--- src/rtl/lcd_hd44780_responder.sv ---
// Bus-side model of an HD44780 16x2 character LCD. Passively samples the
// controller's EN/RS/RW/DATA bus, decodes each write as an instruction or a
// character, and keeps the DDRAM image, address counter and mode flags.
//
// Optional feature: define LCD_BUSY_CHECK_EN to drop every write that arrives
// while busy is high. Left undefined, writes during BUSY are accepted and
// restart the busy timer, and only writes during the clear sweep are dropped.
//
// Ports:
//   CLOCK_50    in   system clock
//   reset       in   asynchronous, active-low
//   LCD_EN      in   bus enable strobe (asynchronous)
//   LCD_RS      in   0=instruction, 1=data
//   LCD_RW      in   0=write, 1=read
//   LCD_DATA    in   bus data
//   rd_addr     in   DDRAM readback address (HD44780 address map)
//   rd_data     out  DDRAM byte at rd_addr, 1-cycle latency
//   busy        out  busy flag equivalent
//   cursor_addr out  address counter
//   display_on  out  display control bit D
//   entry_inc   out  entry mode I/D
//   two_line    out  function set N
//   cmd_strobe  out  pulse per accepted instruction
//   data_strobe out  pulse per accepted character write
//   err_drop    out  pulse per dropped bus write
`timescale 1ns/1ps
module lcd_hd44780_responder #(
  parameter int unsigned BUSY_CYCLES  = 2000,
  parameter int unsigned CLEAR_CYCLES = 82000
) (
  input  logic       CLOCK_50,
  input  logic       reset,
  input  logic       LCD_EN,
  input  logic       LCD_RS,
  input  logic       LCD_RW,
  input  logic [7:0] LCD_DATA,
  input  logic [6:0] rd_addr,
  output logic [7:0] rd_data,
  output logic       busy,
  output logic [6:0] cursor_addr,
  output logic       display_on,
  output logic       entry_inc,
  output logic       two_line,
  output logic       cmd_strobe,
  output logic       data_strobe,
  output logic       err_drop
);

  localparam int unsigned DEPTH   = 80;
  localparam int unsigned MAX_CYC = (CLEAR_CYCLES > BUSY_CYCLES) ? CLEAR_CYCLES : BUSY_CYCLES;
  localparam int unsigned CNT_W   = $clog2(MAX_CYC + 1);
  localparam logic [7:0]  BLANK   = 8'h20;

  localparam logic [1:0] ST_IDLE  = 2'd0;
  localparam logic [1:0] ST_CLEAR = 2'd1;
  localparam logic [1:0] ST_BUSY  = 2'd2;

  // Address counter step with the HD44780 two-line wrap points.
  function automatic logic [6:0] ac_step(input logic [6:0] a, input logic inc);
    logic [6:0] r;
    if (inc) begin
      if (a == 7'h27)      r = 7'h40;
      else if (a == 7'h67) r = 7'h00;
      else                 r = a + 7'd1;
    end else begin
      if (a == 7'h00)      r = 7'h67;
      else if (a == 7'h40) r = 7'h27;
      else                 r = a - 7'd1;
    end
    return r;
  endfunction

  function automatic logic [6:0] ddram_index(input logic [6:0] a);
    return (a[6] ? 7'd40 : 7'd0) + {1'b0, a[5:0]};
  endfunction

  function automatic logic col_valid(input logic [6:0] a);
    return a[5:0] <= 6'd39;
  endfunction

  logic       en_meta, en_sync, en_prev;
  logic       rs_meta, rs_sync, rw_meta, rw_sync;
  logic [7:0] data_meta, data_sync;

  logic [1:0]       state, state_n;
  logic [CNT_W-1:0] cnt, cnt_n;
  logic [6:0]       sweep, sweep_n, ac_n;
  logic             disp_n, inc_n, two_n, busy_n;
  logic             cmd_n, data_n, drop_n;
  logic             fall_c, write_c, accept_c, we_c;
  logic [6:0]       waddr_c;
  logic [7:0]       wdata_c;
  logic [7:0]       ddram [DEPTH];

  // A transaction is a falling edge of the synchronised enable.
  assign fall_c  = en_prev & ~en_sync;
  assign write_c = fall_c & ~rw_sync;

  // Next-state and datapath decode.
  always_comb begin
    state_n  = state;
    cnt_n    = cnt;
    sweep_n  = sweep;
    ac_n     = cursor_addr;
    disp_n   = display_on;
    inc_n    = entry_inc;
    two_n    = two_line;
    cmd_n    = 1'b0;
    data_n   = 1'b0;
    drop_n   = 1'b0;
    accept_c = 1'b0;
    we_c     = 1'b0;
    waddr_c  = sweep;
    wdata_c  = BLANK;

    case (state)
      ST_CLEAR: begin
        we_c = 1'b1;
        if (sweep == 7'(DEPTH - 1)) begin
          state_n = ST_BUSY;
          cnt_n   = CNT_W'(CLEAR_CYCLES - DEPTH);
        end else begin
          sweep_n = sweep + 7'd1;
        end
        drop_n = write_c;
      end
      ST_BUSY: begin
        if (cnt <= CNT_W'(1)) begin
          state_n = ST_IDLE;
          cnt_n   = '0;
        end else begin
          cnt_n = cnt - CNT_W'(1);
        end
`ifdef LCD_BUSY_CHECK_EN
        drop_n = write_c;
`else
        accept_c = write_c;
`endif
      end
      default: accept_c = write_c;
    endcase

    if (accept_c) begin
      state_n = ST_BUSY;
      cnt_n   = CNT_W'(BUSY_CYCLES);
      if (rs_sync) begin
        data_n = 1'b1;
        // Off-screen columns are discarded but the counter still moves.
        if (col_valid(cursor_addr)) begin
          we_c    = 1'b1;
          waddr_c = ddram_index(cursor_addr);
          wdata_c = data_sync;
        end
        ac_n = ac_step(cursor_addr, entry_inc);
      end else begin
        cmd_n = 1'b1;
        // Instruction is selected by its highest set bit.
        if (data_sync[7]) begin
          ac_n = data_sync[6:0];
        end else if (data_sync[6]) begin
          // CGRAM address set: accepted, no modelled effect.
        end else if (data_sync[5]) begin
          two_n = data_sync[3];
        end else if (data_sync[4]) begin
          if (!data_sync[3]) ac_n = ac_step(cursor_addr, data_sync[2]);
        end else if (data_sync[3]) begin
          disp_n = data_sync[2];
        end else if (data_sync[2]) begin
          inc_n = data_sync[1];
        end else if (data_sync[1]) begin
          ac_n = 7'h00;
        end else if (data_sync[0]) begin
          state_n = ST_CLEAR;
          sweep_n = 7'd0;
          ac_n    = 7'h00;
          inc_n   = 1'b1;
        end
      end
    end

    busy_n = (state_n != ST_IDLE);
  end

  // State, synchronisers and registered outputs.
  always_ff @(posedge CLOCK_50 or negedge reset) begin
    if (!reset) begin
      en_meta     <= 1'b0;
      en_sync     <= 1'b0;
      en_prev     <= 1'b0;
      rs_meta     <= 1'b0;
      rs_sync     <= 1'b0;
      rw_meta     <= 1'b0;
      rw_sync     <= 1'b0;
      data_meta   <= 8'h00;
      data_sync   <= 8'h00;
      state       <= ST_CLEAR;
      cnt         <= '0;
      sweep       <= 7'd0;
      cursor_addr <= 7'h00;
      display_on  <= 1'b0;
      entry_inc   <= 1'b1;
      two_line    <= 1'b0;
      busy        <= 1'b1;
      cmd_strobe  <= 1'b0;
      data_strobe <= 1'b0;
      err_drop    <= 1'b0;
      rd_data     <= 8'h00;
    end else begin
      en_meta     <= LCD_EN;
      en_sync     <= en_meta;
      en_prev     <= en_sync;
      rs_meta     <= LCD_RS;
      rs_sync     <= rs_meta;
      rw_meta     <= LCD_RW;
      rw_sync     <= rw_meta;
      data_meta   <= LCD_DATA;
      data_sync   <= data_meta;
      state       <= state_n;
      cnt         <= cnt_n;
      sweep       <= sweep_n;
      cursor_addr <= ac_n;
      display_on  <= disp_n;
      entry_inc   <= inc_n;
      two_line    <= two_n;
      busy        <= busy_n;
      cmd_strobe  <= cmd_n;
      data_strobe <= data_n;
      err_drop    <= drop_n;
      rd_data     <= col_valid(rd_addr) ? ddram[ddram_index(rd_addr)] : BLANK;
    end
  end

  // DDRAM image; contents are rebuilt by the clear sweep after every reset.
  always_ff @(posedge CLOCK_50) begin
    if (we_c) ddram[waddr_c] <= wdata_c;
  end

endmodule

--- config.mk ---
export PLATFORM = sky130hd
export DESIGN_NAME = lcd_hd44780_responder
export DESIGN_NICKNAME = d
export VERILOG_FILES = /design/src/rtl/lcd_hd44780_responder.sv
export SDC_FILE = /design/constraint.sdc
export NUM_CORES = 1
export LEC_CHECK = 0
export CAP_MARGIN = 20
export CORE_ASPECT_RATIO = 0.75
export CORE_MARGIN = 2
export CORE_UTILIZATION = 45
export CTS_BUF_LIST = sky130_fd_sc_hd__clkbuf_4 sky130_fd_sc_hd__clkbuf_8 sky130_fd_sc_hd__clkbuf_16
export DETAILED_ROUTE_END_ITERATION = 16
export SYNTH_ARGS = -nofsm -noshare
export SYNTH_HDL_FRONTEND = slang
export SYNTH_SLANG_ARGS = --single-unit
--- constraint.sdc ---
create_clock -name CLOCK_50 -period 5.83 [get_ports CLOCK_50]
set_clock_uncertainty 0.15 [all_clocks]
set_input_delay 1.166 -clock CLOCK_50 [delete_from_list [all_inputs] [get_ports CLOCK_50]]
set_output_delay 1.166 -clock CLOCK_50 [all_outputs]
set_load 0.02 [all_outputs]
==> results.md <==
* All-Layer GR Usage at 20.49%
* Fill count at 5,076
* First-pass GRT wire length at 99,010 um
* Most common cell after layout, fill and taps aside: edfxtp_1
* Worst-Skew Late Latency at 0.60 ns
* Final setup fails at 0
* DP Cell Count at 2,394
* Max_cap viols at 0
* Cell Area, Synth at 28,790 um^2
* Drt drc at 0
* Syn Nets at 1,561
* Setup CP Type: reg -> reg
* Least-Margin Pin Slew at 1.066 ns
* Min Tclk post-route at 4.460 ns
* RSZ-0062 raised after global routing: no
* Final RePlAce weighted congestion at 0.8485
* Reg area at 21,000 um^2
* Slowest CP cell: and3_1
* Die area at 66,040 um^2
* Critical Path Fanout Max at 27
* Final Non-Filler Cells at 2,520
* PwrDens at 347.7 nW/um^2
* Core ar. at 63,460 um^2
* Outcome: complete, no violations
* Area of the multi-input gates at 7302 um^2
* Final Cycle Share at 76.51%
* CTS root buf: clkbuf_16
* Initial antenna violation count at 1
* Number of flops mapped to enable cells by yosys at 640
* Final ANT Viol Nets at 0
* Sequential fraction of the synthesis area at 72.94%
* Crit end category: flip-flop
* Wire per inst at 26.20 um
* Cells along the critical path: inv_1, ha_1, nor4b_4, and3_1, a31oi_1, or3_1, nor2_1
* Largest net degree at the start of global routing at 96
* Initial core utilization at 45.37%
* Post-synthesis register bit count at 711
* Row count at 80
* VDD IR max at 0.0001925 V
* Vias in the first global route at 14.71k
* Grt ovf at 0
* Max-slew violations at 0
* Total Routed Length at 66,020 um
* CTS resizes at 0
* Clk sinks at 711
* IO buf count at 41
* Detailed placement HPWL at 41,520 um
* Post-CTS setup buffer count at 0
* Dominant register cell in the synthesized netlist: edfxtp_1
* Max_slew headroom at 28.97%
* Critical path arrival at 4.54 ns
* Chip Height at 223.1 um
* Via-per-instance ratio at 5.910
* Router iterations before antenna repair at 5
* Final setup TNS at 0 ns
* Crit-path max cell delay at 0.86 ns
* Worst hold path class: reg -> reg
* # nets final at 1,641
* CP required at 5.91 ns
* Pleak at 10.68 nW
* Max clock buf depth at 3
* Num ports at 42
* Area growth, synth to finish at 13.15%
* Power, Total at 11.33 mW
* Synth async-reset ratio at 9.986%
* Hold buffer count at CTS at 0
* CTS tree: built
* Inserted Diodes at 0
* H-tree depth at 3
* Hold Vio Cnt, Final at 0
* Synthesis Warnings at 0
* Avg Inst Size Synth at 18.84 um^2
* Post-synthesis cell count at 1,528
* Share of cells above drive strength 1 at 22.91%
* CTS clock-pin slew for the worst setup and hold paths at 0.06 ns
* Via count at 14.89k
* Max frequency at 224.2 MHz
* DIE WIDTH at 296.1 um
* Num CTS Buffers at 71
* CP startpoint kind: flip-flop
* Netlist cell types at 71
* Most frequent cells in the layout: edfxtp_1, mux4_2, nor2_1
* Initial DRC Count at 1,821
==> logic make-up (layout without fill, tap and decap cells) <==
| logic type | Yosys count | in the layout | share of synthesized area, % |
|---|---|---|---|
| adder cells (fa/ha/maj) | 13 | 13 | 0.5650 |
| multiplexers | 216 | 216 | 14.97 |
| AO/OA/AOI/OAI | 182 | 182 | 4.263 |
| AND/OR/NAND/NOR | 294 | 294 | 5.015 |
| XOR/XNOR | 15 | 15 | 0.4563 |
| flip-flops | 711 | 711 | 72.94 |
| buffers and inverters | 97 | 228 | 1.795 |
==> registers in the layout, indices dropped and copies added (netlist names), 2 cells and up <==
name and flops:
sweep 7, rd_data 8, data_meta 8, cnt 17
cursor_addr 7, state 2, ddram 640, data_sync 8
==> area by class of cell <==
type,instances,share of cell area (%)
inverter,14,0.1613
multi-input combinational,720,22.42
timing repair buffer,90,2.581
clock inverter,34,1.122
sequential,711,64.46
tap,861,3.307
clock buffer,90,5.950
==> cell usage after synthesis (all sizes together) (14+ instances only) <==
library cell	n	area (um^2)
a31oi	21	137.6
mux4	170	3829
nand3	20	100.1
mux2i	33	334.1
nor3	47	250.2
or3	14	92.59
clkbuf	30	112.6
nand2	50	187.7
buf	53	351.6
a21oi	34	170.2
nor2	99	371.6
edfxtp	640	19220
o21ai	53	269.0
dfrtp	68	1702
nand2b	18	112.6
==> power breakdown <==
| part | total, mW | switching (mW) | internal [mW] |
|---|---|---|---|
| sequential | 5.70 | 0.110 | 5.59 |
| combinational | 1.08 | 0.653 | 0.426 |
| clock | 4.54 | 1.88 | 2.67 |
| total | 11.3 | 2.64 | 8.69 |
==> critical path, delay by kind of cell, from the launching register on <==
family | cells | cell delay [ns]
buf+inv | 1 | 0.06
compound gates | 1 | 0.46
simple gates | 4 | 2.65
flops | 1 | 0.36
fa+ha+maj | 1 | 0.40
==> final timing paths <==
check / startpoint / cells past startpoint / slack [ns] / endpoint
max: state[1] / 7 / 1.37 / ddram[77][5]
min: data_meta[7] / 0 / 0.20 / data_sync[7]
max reg2reg: state[1] / 7 / 1.37 / ddram[77][5]
min reg2reg: data_meta[7] / 0 / 0.20 / data_sync[7]
max in group asynchronous: reset / 1 / 4.34 / rd_data[4]
min in group asynchronous: reset / 1 / 0.57 / data_meta[7]
==> metrics by stage <==
step	utilization, %	setup slack (ns)	instance area, um^2	hold slack, ns
CTS	51.29	1.333	32550	0.1974
global route	51.33	1.013	32580	0.2052
global placement	47.66	1.483	30240	0.1829
floorplan	-	1.980	28790	0.1812
finish	51.33	1.370	32580	0.1951
detailed placement	47.66	1.337	30240	0.1855
==> metal layers <==
| layer | share of wire [%] | GRT usage, % |
|---|---|---|
| met2 | 44 | 29.01 |
| met3 | 7.6 | 3.706 |
| met1 | 47 | 32.90 |
| met4 | 2.0 | 4.936 |
| met5 | 0 | 0 |
No activity file was read; power rests on OpenSTA's default activity.
